File: src/rtl/div_iter_pkg.sv
// Shared CPU definitions: ALU control codes plus the iterative divider's
// width and state encoding.
package div_iter_pkg;

  localparam int DIV_WIDTH = 32;

  localparam logic [3:0] ALU_ADD = 4'h0;
  localparam logic [3:0] ALU_SUB = 4'h1;
  localparam logic [3:0] ALU_AND = 4'h2;
  localparam logic [3:0] ALU_OR  = 4'h3;
  localparam logic [3:0] ALU_XOR = 4'h4;
  localparam logic [3:0] ALU_SLT = 4'h5;
  localparam logic [3:0] ALU_SLL = 4'h6;
  localparam logic [3:0] ALU_SRL = 4'h7;

  typedef logic [1:0] div_state_t;

  localparam div_state_t DIV_IDLE = 2'd0;
  localparam div_state_t DIV_ZERO = 2'd1;
  localparam div_state_t DIV_CALC = 2'd2;
  localparam div_state_t DIV_DONE = 2'd3;

endpackage

File: src/rtl/div_step.sv
// One restoring shift-subtract step: shift the next dividend bit into the
// partial remainder and subtract the divisor when it fits.
module div_step #(
  parameter int WIDTH = 32
) (
  input  logic [WIDTH:0]   rem_in,
  input  logic             bit_in,
  input  logic [WIDTH-1:0] divisor,
  output logic [WIDTH:0]   rem_out,
  output logic             q_bit
);

  logic [WIDTH+1:0] shifted;

  always_comb begin
    shifted = {rem_in, bit_in};
    q_bit   = (shifted >= {2'b00, divisor});
    rem_out = shifted[WIDTH:0] - ({(WIDTH+1){q_bit}} & {1'b0, divisor});
  end

endmodule

File: src/rtl/div_iter.sv
// Multi-cycle restoring divider for the execute stage; result is
// {hi = remainder, lo = quotient} for the HI/LO write.
//
// state | meaning
// IDLE  | waiting for an accepted divide request
// ZERO  | divisor was zero, result forced next cycle
// CALC  | one quotient bit per cycle, WIDTH steps
// DONE  | result registered, ready pulse
module div_iter
  import div_iter_pkg::*;
#(
  parameter int WIDTH = DIV_WIDTH
) (
  input  logic               clk,
  input  logic               rst,
  input  logic               start,
  input  logic               is_signed,
  input  logic               annul,
  input  logic [WIDTH-1:0]   a,
  input  logic [WIDTH-1:0]   b,
  output logic               busy,
  output logic               ready,
  output logic [2*WIDTH-1:0] result
);

  localparam int CNT_W = $clog2(WIDTH + 1);
  localparam logic [CNT_W-1:0] LAST_STEP = CNT_W'(WIDTH - 1);
  localparam logic [CNT_W-1:0] CNT_SAT   = CNT_W'(WIDTH);

  div_state_t       state;
  logic [CNT_W-1:0] cnt;
  logic [WIDTH:0]   rem_q;
  logic [WIDTH-1:0] quo_q;
  logic [WIDTH-1:0] dvsr_q;
  logic             q_neg;
  logic             r_neg;

  logic [WIDTH-1:0] a_abs;
  logic [WIDTH-1:0] b_abs;
  logic [WIDTH:0]   step_rem;
  logic             step_q;
  logic [WIDTH-1:0] quo_next;
  logic [WIDTH-1:0] q_fin;
  logic [WIDTH-1:0] r_fin;

  div_step #(.WIDTH(WIDTH)) u_step (
    .rem_in  (rem_q),
    .bit_in  (quo_q[WIDTH-1]),
    .divisor (dvsr_q),
    .rem_out (step_rem),
    .q_bit   (step_q)
  );

  // Signed operands enter as magnitudes; signs are reapplied on exit, which
  // makes MIN / -1 wrap back to MIN instead of trapping.
  always_comb begin
    a_abs    = (is_signed && a[WIDTH-1]) ? -a : a;
    b_abs    = (is_signed && b[WIDTH-1]) ? -b : b;
    quo_next = {quo_q[WIDTH-2:0], step_q};
    q_fin    = q_neg ? -quo_next : quo_next;
    r_fin    = r_neg ? -step_rem[WIDTH-1:0] : step_rem[WIDTH-1:0];
  end

  always_comb begin
    busy  = ~annul & (((state == DIV_IDLE) & start) |
                      (state == DIV_CALC) | (state == DIV_ZERO));
    ready = (state == DIV_DONE);
  end

  always_ff @(posedge clk or posedge rst) begin
    if (rst) begin
      state  <= DIV_IDLE;
      cnt    <= '0;
      rem_q  <= '0;
      quo_q  <= '0;
      dvsr_q <= '0;
      q_neg  <= 1'b0;
      r_neg  <= 1'b0;
      result <= '0;
    end else if (annul) begin
      state <= DIV_IDLE;
    end else begin
      case (state)
        DIV_IDLE: begin
          if (start) begin
            if (b != '0) begin
              state  <= DIV_CALC;
              cnt    <= '0;
              rem_q  <= '0;
              quo_q  <= a_abs;
              dvsr_q <= b_abs;
              q_neg  <= (a[WIDTH-1] ^ b[WIDTH-1]) & is_signed;
              r_neg  <= a[WIDTH-1] & is_signed;
            end else begin
              // raw dividend is parked in quo_q to become hi
              state <= DIV_ZERO;
              quo_q <= a;
            end
          end
        end
        DIV_CALC: begin
          rem_q <= step_rem;
          quo_q <= quo_next;
          if (cnt != CNT_SAT) begin
            cnt <= cnt + 1'b1;
          end
          if (cnt == LAST_STEP) begin
            state  <= DIV_DONE;
            result <= {r_fin, q_fin};
          end
        end
        DIV_ZERO: begin
          state  <= DIV_DONE;
          result <= {quo_q, {WIDTH{1'b1}}};
        end
        DIV_DONE: begin
          state <= DIV_IDLE;
        end
        default: begin
          state <= DIV_IDLE;
        end
      endcase
    end
  end

endmodule

File: config.mk
export PLATFORM = sky130hd
export DESIGN_NAME = div_iter
export DESIGN_NICKNAME = d
export VERILOG_FILES = /design/src/rtl/div_iter_pkg.sv /design/src/rtl/div_step.sv /design/src/rtl/div_iter.sv
export SDC_FILE = /design/constraint.sdc
export NUM_CORES = 1
export LEC_CHECK = 0
export CAP_MARGIN = 10
export CORE_AREA = 2 2 240 124
export CTS_CLUSTER_DIAMETER = 150
export CTS_CLUSTER_SIZE = 12
export DETAILED_ROUTE_END_ITERATION = 10
export DIE_AREA = 0 0 242 126
export PLACE_DENSITY_LB_ADDON = 0.3
export SYNTH_ARGS = -nofsm -noshare
export SYNTH_HDL_FRONTEND = slang
export SYNTH_HIERARCHICAL = 1
export SYNTH_SLANG_ARGS = --single-unit
export TNS_END_PERCENT = 20
File: constraint.sdc
create_clock -name clk -period 6.34 [get_ports clk]
set_clock_uncertainty 0.2 [all_clocks]
set_input_delay 1.268 -clock clk [delete_from_list [all_inputs] [get_ports clk]]
set_output_delay 1.268 -clock clk [all_outputs]
set_load 0.02 [all_outputs]
==> metrics.md, run 1 <==
| Metric | Value |
|---|---|
| Vias in the first global route | 11800 |
| Non-filler cells, final | about 2200 |
| Wire per inst | around 19 um |
| CP max-delay cell | or4_4 |
| # DRC | 0 |
| CP startpoint kind | flip-flop |
| Number of port buffers | about 130 |
| Worst Max-Slew Pin Slew | roughly 1.2 ns |
| Most frequent cells in the layout | 228 x nand2_1, 171 x dfrtp_1, 143 x o21ai_0 |
| Final instance area | around 16000 um2 |
| Num CTS Buffers | 17 |
| Sequential area share after synthesis | 0.341 |
| FF-to-FF End | result[63] |
| CP bufs+invs | 2 |
| Status | complete, no violations |
| Die Span X | 242 um |
| Initial Util | 0.442 |
| Inst Count DP | 2118 |
| DR vias/cell | about 5.8 |
| Maximum clock path buffer count | 2 |
| Crit path cell chain | ha_1 > a21o_1 > a21o_1 > a221oi_2 > o211ai_1 > a211o_1 > buf_4 > and2_1 > ha_1 > fa_2 > and2b_2 > o2111ai_4 > and4_4 > buf_4 > o31a_1 > o31ai_2 > xor2_1 > or4_4 > or4_4 > o31ai_2 > xor2_1 > o21ai_0 |
| Max-Cap Viols | 0 |
| Initial antenna violation count | 0 |
| Total GRT Usage | 0.273 |
| H-Tree Depth | 4 |
| Setup-failing EPs final | 0 |
| Placed Area | 15100 um2 |
| Slew headroom | 0.197 |
| DRT iter0 DRCs | between 1000 and 1500 |
| Arrival @ worst endpoint | 6.33 ns |
| Final period demand of the worst path | about 6.2 ns |
| Primary FF master, synth | dfrtp_1 |
| WHS | 0.272 ns |
| Top cell type's share of synthesized area | 0.341 |
| Flop-to-flop setup slack | 0.12 ns |
| First-pass GRT wire length | 65.7 mm |
| Unique cell type count in the Yosys netlist | 75 |
| CP max stage delay | approximately 0.51 ns |
| R2R cell count | 22 |
| IO Pins | approximately 140 |
| Slew Viols, Final | 0 |
| HP Class | reg -> reg |
| DRT Pass-1 Iters | 5 |
| Synth top area cells | dfrtp_1 34%, ha_1 7.5%, xor2_1 7.5%, nand2_1 6.8%, o21ai_0 5.9% |
| Worst Path Required | 6.45 ns |
| Final Hold Viols | 0 |
| YS warnings | 6 |
| Row count | 44 |
| Die area | a little over 30000 um2 |
| Mean post-synth cell area | a little over 8 um2 |
| CTS Sinks | around 170 |
| Routed Antenna Nets | 0 |
| Post-synth EDFFs | 0 |
| Layout area overhead | 26.5% |
| Later-pin clock latency in the skew report | around 0.46 ns |
| HPWL Detailed | roughly 32 mm |
| CP Max Fanout | 3 |
| Largest net degree at the start of global routing | 110 |
| Core Area | approximately 28000 um2 |
| FF+latch count, synth | between 150 and 200 |
| CTS tree | done |
| Async S/R FF share, synth | 1.00 |
| WHS Path Cells | 2 |
| Die height | 126 um |
| Fmax | ~160 MHz |
| Hold path endpoint | rem_q[32] |
| Period utilisation layout | 0.981 |
| Origin of the worst min-delay path | rem_q[32] |
| Synth area leader | dfrtp_1 |
| N_diodes | 0 |
| Most common cell after layout, fill and taps aside | nand2_1 |
| Syn Nets | approximately 1700 |
| Vias | around 13000 |
| Gate Count Post-Synth | between 1500 and 2000 |
| WS Path Type | reg -> reg |
| Net count, final | around 1900 |
| Final GP Congestion | around 1 |
| Share of layout cells above drive strength 1 | 0.124 |
| Total routed wirelength | between 40 and 50 mm |
| Worst-path clk slew | 0.07 ns |
| Delay-heaviest family, CP | compound AO/OA/AOI/OAI gates |
| CP endpoint kind | flip-flop |
| Clock root buffer | clkbuf_16 |
| GRT overflow | 0 |
| Cell area after synthesis | roughly 13000 um2 |
| R2R Path Start | rem_q[6] |
synth_stat cells, drive strengths merged, types with 8 or more instances:
library cell  count
o41ai            23
or4              20
dfrtp           171
xor2            107
clkbuf           61
nor2            115
nand2b           18
or3              25
o21ai           150
xnor2            36
nor3             25
o31ai            41
a31oi            15
nand3            27
buf              26
inv              63
a21oi           118
and3              8
a21o             19
ha               75
and2             15
nand4            16
a211oi           13
o22ai            40
nor4             16
nand2           228
o211ai            9
timing repair:
action	in CTS	in global routing
resized for setup	6	31
setup endpoints to repair	9	14
hold buffers	0	0
pin swaps	3	12
setup buffers	1	4
stage by stage:
step / setup TNS, ns / worst slack [ns] / utilization
after floorplan: 0 / 0.240 / -
after global placement: -0.414 / -0.114 / 0.530
after detailed placement: -1.08 / -0.194 / 0.530
after CTS: 0 / 0.00561 / 0.554
after global routing: -0.0210 / -0.0200 / 0.559
final: 0 / 0.118 / 0.559
worst max path at each step:
stage	from	to	cells past startpoint
after CTS	rem_q[6]	result[63]	24
after global placement	rem_q[4]	result[61]	23
after floorplan	rst	cnt[0]	1
after global routing	dvsr_q[9]	result[63]	27
after detailed placement	rem_q[4]	result[60]	23
final	rem_q[6]	result[63]	22
worst register-to-register path: stages, from the launching register on:
cell and delay, ns:
dfrtp_1 0.41, ha_1 0.32, a21o_1 0.19, a21o_1 0.18
a221oi_2 0.29, o211ai_1 0.16, a211o_1 0.40, buf_4 0.17
and2_1 0.16, ha_1 0.21, fa_2 0.36, and2b_2 0.26
o2111ai_4 0.14, and4_4 0.25, buf_4 0.14, o31a_1 0.37
o31ai_2 0.32, xor2_1 0.14, or4_4 0.51, or4_4 0.45
o31ai_2 0.22, xor2_1 0.16, o21ai_0 0.08
kinds of logic (layout without fill, tap and decap cells):
logic type	count (synthesis)	in the layout	synth area share
buf+inv	152	368	0.0495
mux	9	9	0.00737
simple gates	530	530	0.196
xor+xnor	143	143	0.0997
fa+ha+maj	76	76	0.0763
compound gates	467	467	0.230
flops	171	171	0.341
sequential cells by signal (all words and copies together), names as in the netlist:
signal  cells
quo_q      32
r_neg       1
result     64
rem_q      33
state       2
dvsr_q     32
cnt         6
q_neg       1
final cells by class:
class	count	area [um2]
flip-flops and latches	171	4280
clock inverters	14	213
inverters	65	249
well taps	391	489
multi-input cells	1225	7830
repair buffers	271	2410
fillers	2681	12500
clock buffers	18	429
layer usage:
metal | wire length, um | track usage | up-vias | part of all wire
li1 | - | - | 5929 | -
met1 | 20400 | 0.410 | 6102 | 0.49
met2 | 17500 | 0.393 | 514 | 0.42
met3 | 3340 | 0.0571 | 51 | 0.080
met4 | 718 | 0.0784 | 0 | 0.017
met5 | 0 | 0 | - | 0
Power of run 1 is not shown: default switching activity piles up to over one toggle a cycle in this logic, so the estimate is an artifact.
==> run 2, diff against run 1 <==
PLACE_DENSITY = 0.75   (was not set)
PLACE_DENSITY_LB_ADDON = not set   (was 0.3)
SKIP_LAST_GASP = 1   (was not set)
==> run 2 against run 1 <==
  * Die area did not move
  * Highest routed layer is now met5
  * Final cell count fell by 1.3%
  * Non-clock buffer count fell by 27
  * Clock-buffer cell count rose by 1
  * Critical endpoint is now result[59]
  * Setup slack improved by 0.024 ns
==> metrics.md, run 2 (same netlist as run 1, synthesis figures left out) <==
| Metric | Value |
|---|---|
| Status | complete, no violations (unchanged) |
| R2R Path Start | rem_q[4] (was rem_q[6]) |
| Clock root buffer | clkbuf_16 (unchanged) |
| # DRC | 0 (unchanged) |
| Initial antenna violation count | 1 (was 0) |
| First-pass GRT wire length | 64.7 mm (was 65.7 mm) |
| Inst Count DP | 2093 (was 2118) |
| Leading registers by flop count | result (64), rem_q (33) (unchanged) |
| Setup WS pre-CTS | -0.0101 ns (was -0.194 ns) |
| Worst setup margin | 0.142 ns (was 0.118 ns) |
| Worst Path Required | 6.43 ns (was 6.45 ns) |
| Largest net degree at the start of global routing | 106 (was 110) |
| Initial Util | 0.442 (unchanged) |
| CP Max Fanout | 3 (unchanged) |
| Slew headroom | 0.232 (was 0.197) |
| Origin of the worst min-delay path | rem_q[32] (unchanged) |
| Row count | 44 (unchanged) |
| Worst-path clk slew | 0.07 ns (about the same) |
| Register area | 4280 um2 (unchanged) |
| GRT overflow | 0 (unchanged) |
| Die Span X | 242 um (unchanged) |
| Later-pin clock latency in the skew report | 0.45 ns (was 0.46 ns) |
| Vias | 12500 (was 12600) |
| CTS Sinks | 171 (unchanged) |
| TNS Setup | 0 ns (unchanged) |
| H-Tree Depth | 4 (unchanged) |
| Share of layout cells above drive strength 1 | 0.108 (was 0.124) |
| Max-Cap Viols | 0 (unchanged) |
| Hold path endpoint | rem_q[32] (unchanged) |
| Worst Max-Slew Pin Slew | 1.15 ns (was 1.21 ns) |
| R2R cell count | 23 (was 22) |
| Filler Cells Inserted | 2593 (was 2681) |
| Flop-to-flop setup slack | 0.14 ns (was 0.12 ns) |
| CTS tree | done (unchanged) |
| HP Class | reg -> reg (unchanged) |
| Final GP Congestion | 0.961 (was 0.979) |
| Wire per inst | 19.4 um (was 19.5 um) |
| Total routed wirelength | 41.2 mm (was 41.9 mm) |
| HPWL Detailed | 31.0 mm (was 31.6 mm) |
| Most flops, register | result (unchanged) |
| Max FFs per register | 64 (unchanged) |
| WS Path Type | reg -> reg (unchanged) |
| Total GRT Usage | 0.267 (was 0.273) |
| Non-filler cells, final | 2128 (was 2155) |
| Final period demand of the worst path | 6.20 ns (was 6.22 ns) |
| Fmax | 161 MHz (about the same) |
| Core Area | 28400 um2 (unchanged) |
| Number of port buffers | 134 (unchanged) |
| FF-to-FF End | result[59] (was result[63]) |
| Slew Viols, Final | 0 (unchanged) |
| Setup-failing EPs final | 0 (unchanged) |
| Final Hold Viols | 0 (unchanged) |
| DRT Pass-1 Iters | 7 (was 5) |
| Final Util | 0.551 (was 0.559) |
| N_diodes | 0 (unchanged) |
| CP startpoint kind | flip-flop (unchanged) |
| Most common cell after layout, fill and taps aside | nand2_1 (unchanged) |
| Vias in the first global route | 11900 (was 11800) |
| IO Pins | 135 (unchanged) |
| Arrival @ worst endpoint | 6.29 ns (was 6.33 ns) |
| DRT iter0 DRCs | 1433 (was 1426) |
| Maximum clock path buffer count | 2 (unchanged) |
| Net count, final | 1869 (was 1896) |
| Die height | 126 um (unchanged) |
| Period utilisation layout | 0.978 (was 0.981) |
| CP endpoint kind | flip-flop (unchanged) |
| Num CTS Buffers | 17 (unchanged) |
| Most frequent cells in the layout | 228 x nand2_1, 171 x dfrtp_1, 144 x o21ai_0 (was 228 x nand2_1, 171 x dfrtp_1, 143 x o21ai_0) |
| Routed Antenna Nets | 0 (unchanged) |
| DR vias/cell | 5.90 (was 5.85) |
| RSZ-0062 raised after global routing | yes |
| Layout area overhead | 24.6% (was 26.5%) |
| Die area | 30500 um2 (unchanged) |
| Multi-input logic area | 7820 um2 (was 7830 um2) |
| WHS Path Cells | 2 (unchanged) |
run 2: cell count changes in the layout (fill, tap and decap cells not counted), sizes merged:
| cell | previous run | this run |
|---|---|---|
| buf | 137 | 110 |
| bufinv | 4 | 3 |
| clkbuf | 18 | 19 |
| clkinv | 8 | 3 |
| clkinvlp | 1 | 2 |
| inv | 66 | 70 |
run 2: worst max-delay path by stage:
stage          startpoint         end  slack (ns)
3_5_place_dp     rem_q[4]  result[61]       -0.01
4_1_cts          rem_q[4]  result[61]        0.03
3_3_place_gp     rem_q[4]  result[63]        0.06
2_1_floorplan         rst      cnt[0]        0.24
5_1_grt         dvsr_q[3]  result[59]       -0.09
6_report         rem_q[4]  result[59]        0.14
run 2: repair_timing:
item | CTS | global route
pin swaps | 1 | 11
cloned | 0 | 0
setup buffers | 0 | 2
gates resized for setup | 2 | 30
hold buffers | 0 | 0
setup endpoints to repair | 7 | 13
run 2: metrics by stage:
step	instance area, um2	hold WS [ns]
3_3_place_gp	14800	0.244
2_1_floorplan	12600	0.231
3_5_place_dp	14800	0.253
5_1_grt	15700	0.289
6_report	15700	0.266
4_1_cts	15500	0.268
run 2: cell type report:
cell class,instances,area share
clock inverter,13,0.0114
multi-input combinational,1225,0.499
sequential,171,0.273
clock buffer,19,0.0289
tap,391,0.0313
inverter,65,0.0159
timing repair buffer,244,0.140
run 2: routing by layer:
metal  part of all wire  up-vias  track usage
met1               0.48     6053        0.409
met3              0.093       60       0.0639
met2               0.41      554        0.371
li1                   -     5878            -
met4              0.019        2       0.0715
met5            0.00034        -            0
run 2: critical path, cell delays in order (launching register included):
cell and delay (ns):
dfrtp_1 0.40, ha_1 0.33, a21oi_1 0.15, o21ai_1 0.13, a221oi_2 0.33, o211ai_1 0.15
a211o_1 0.38, and2_1 0.20, ha_1 0.20, fa_1 0.40, and2b_1 0.26, o2111ai_2 0.17
and4_4 0.24, or3_4 0.40, a311oi_2 0.25, xor2_1 0.16, or4_4 0.60, nor4_4 0.15
buf_4 0.16, nand3_2 0.13, buf_4 0.19, o21ai_1 0.17, xor2_1 0.17, o22ai_1 0.10
Power of run 2 is left out for the same reason.
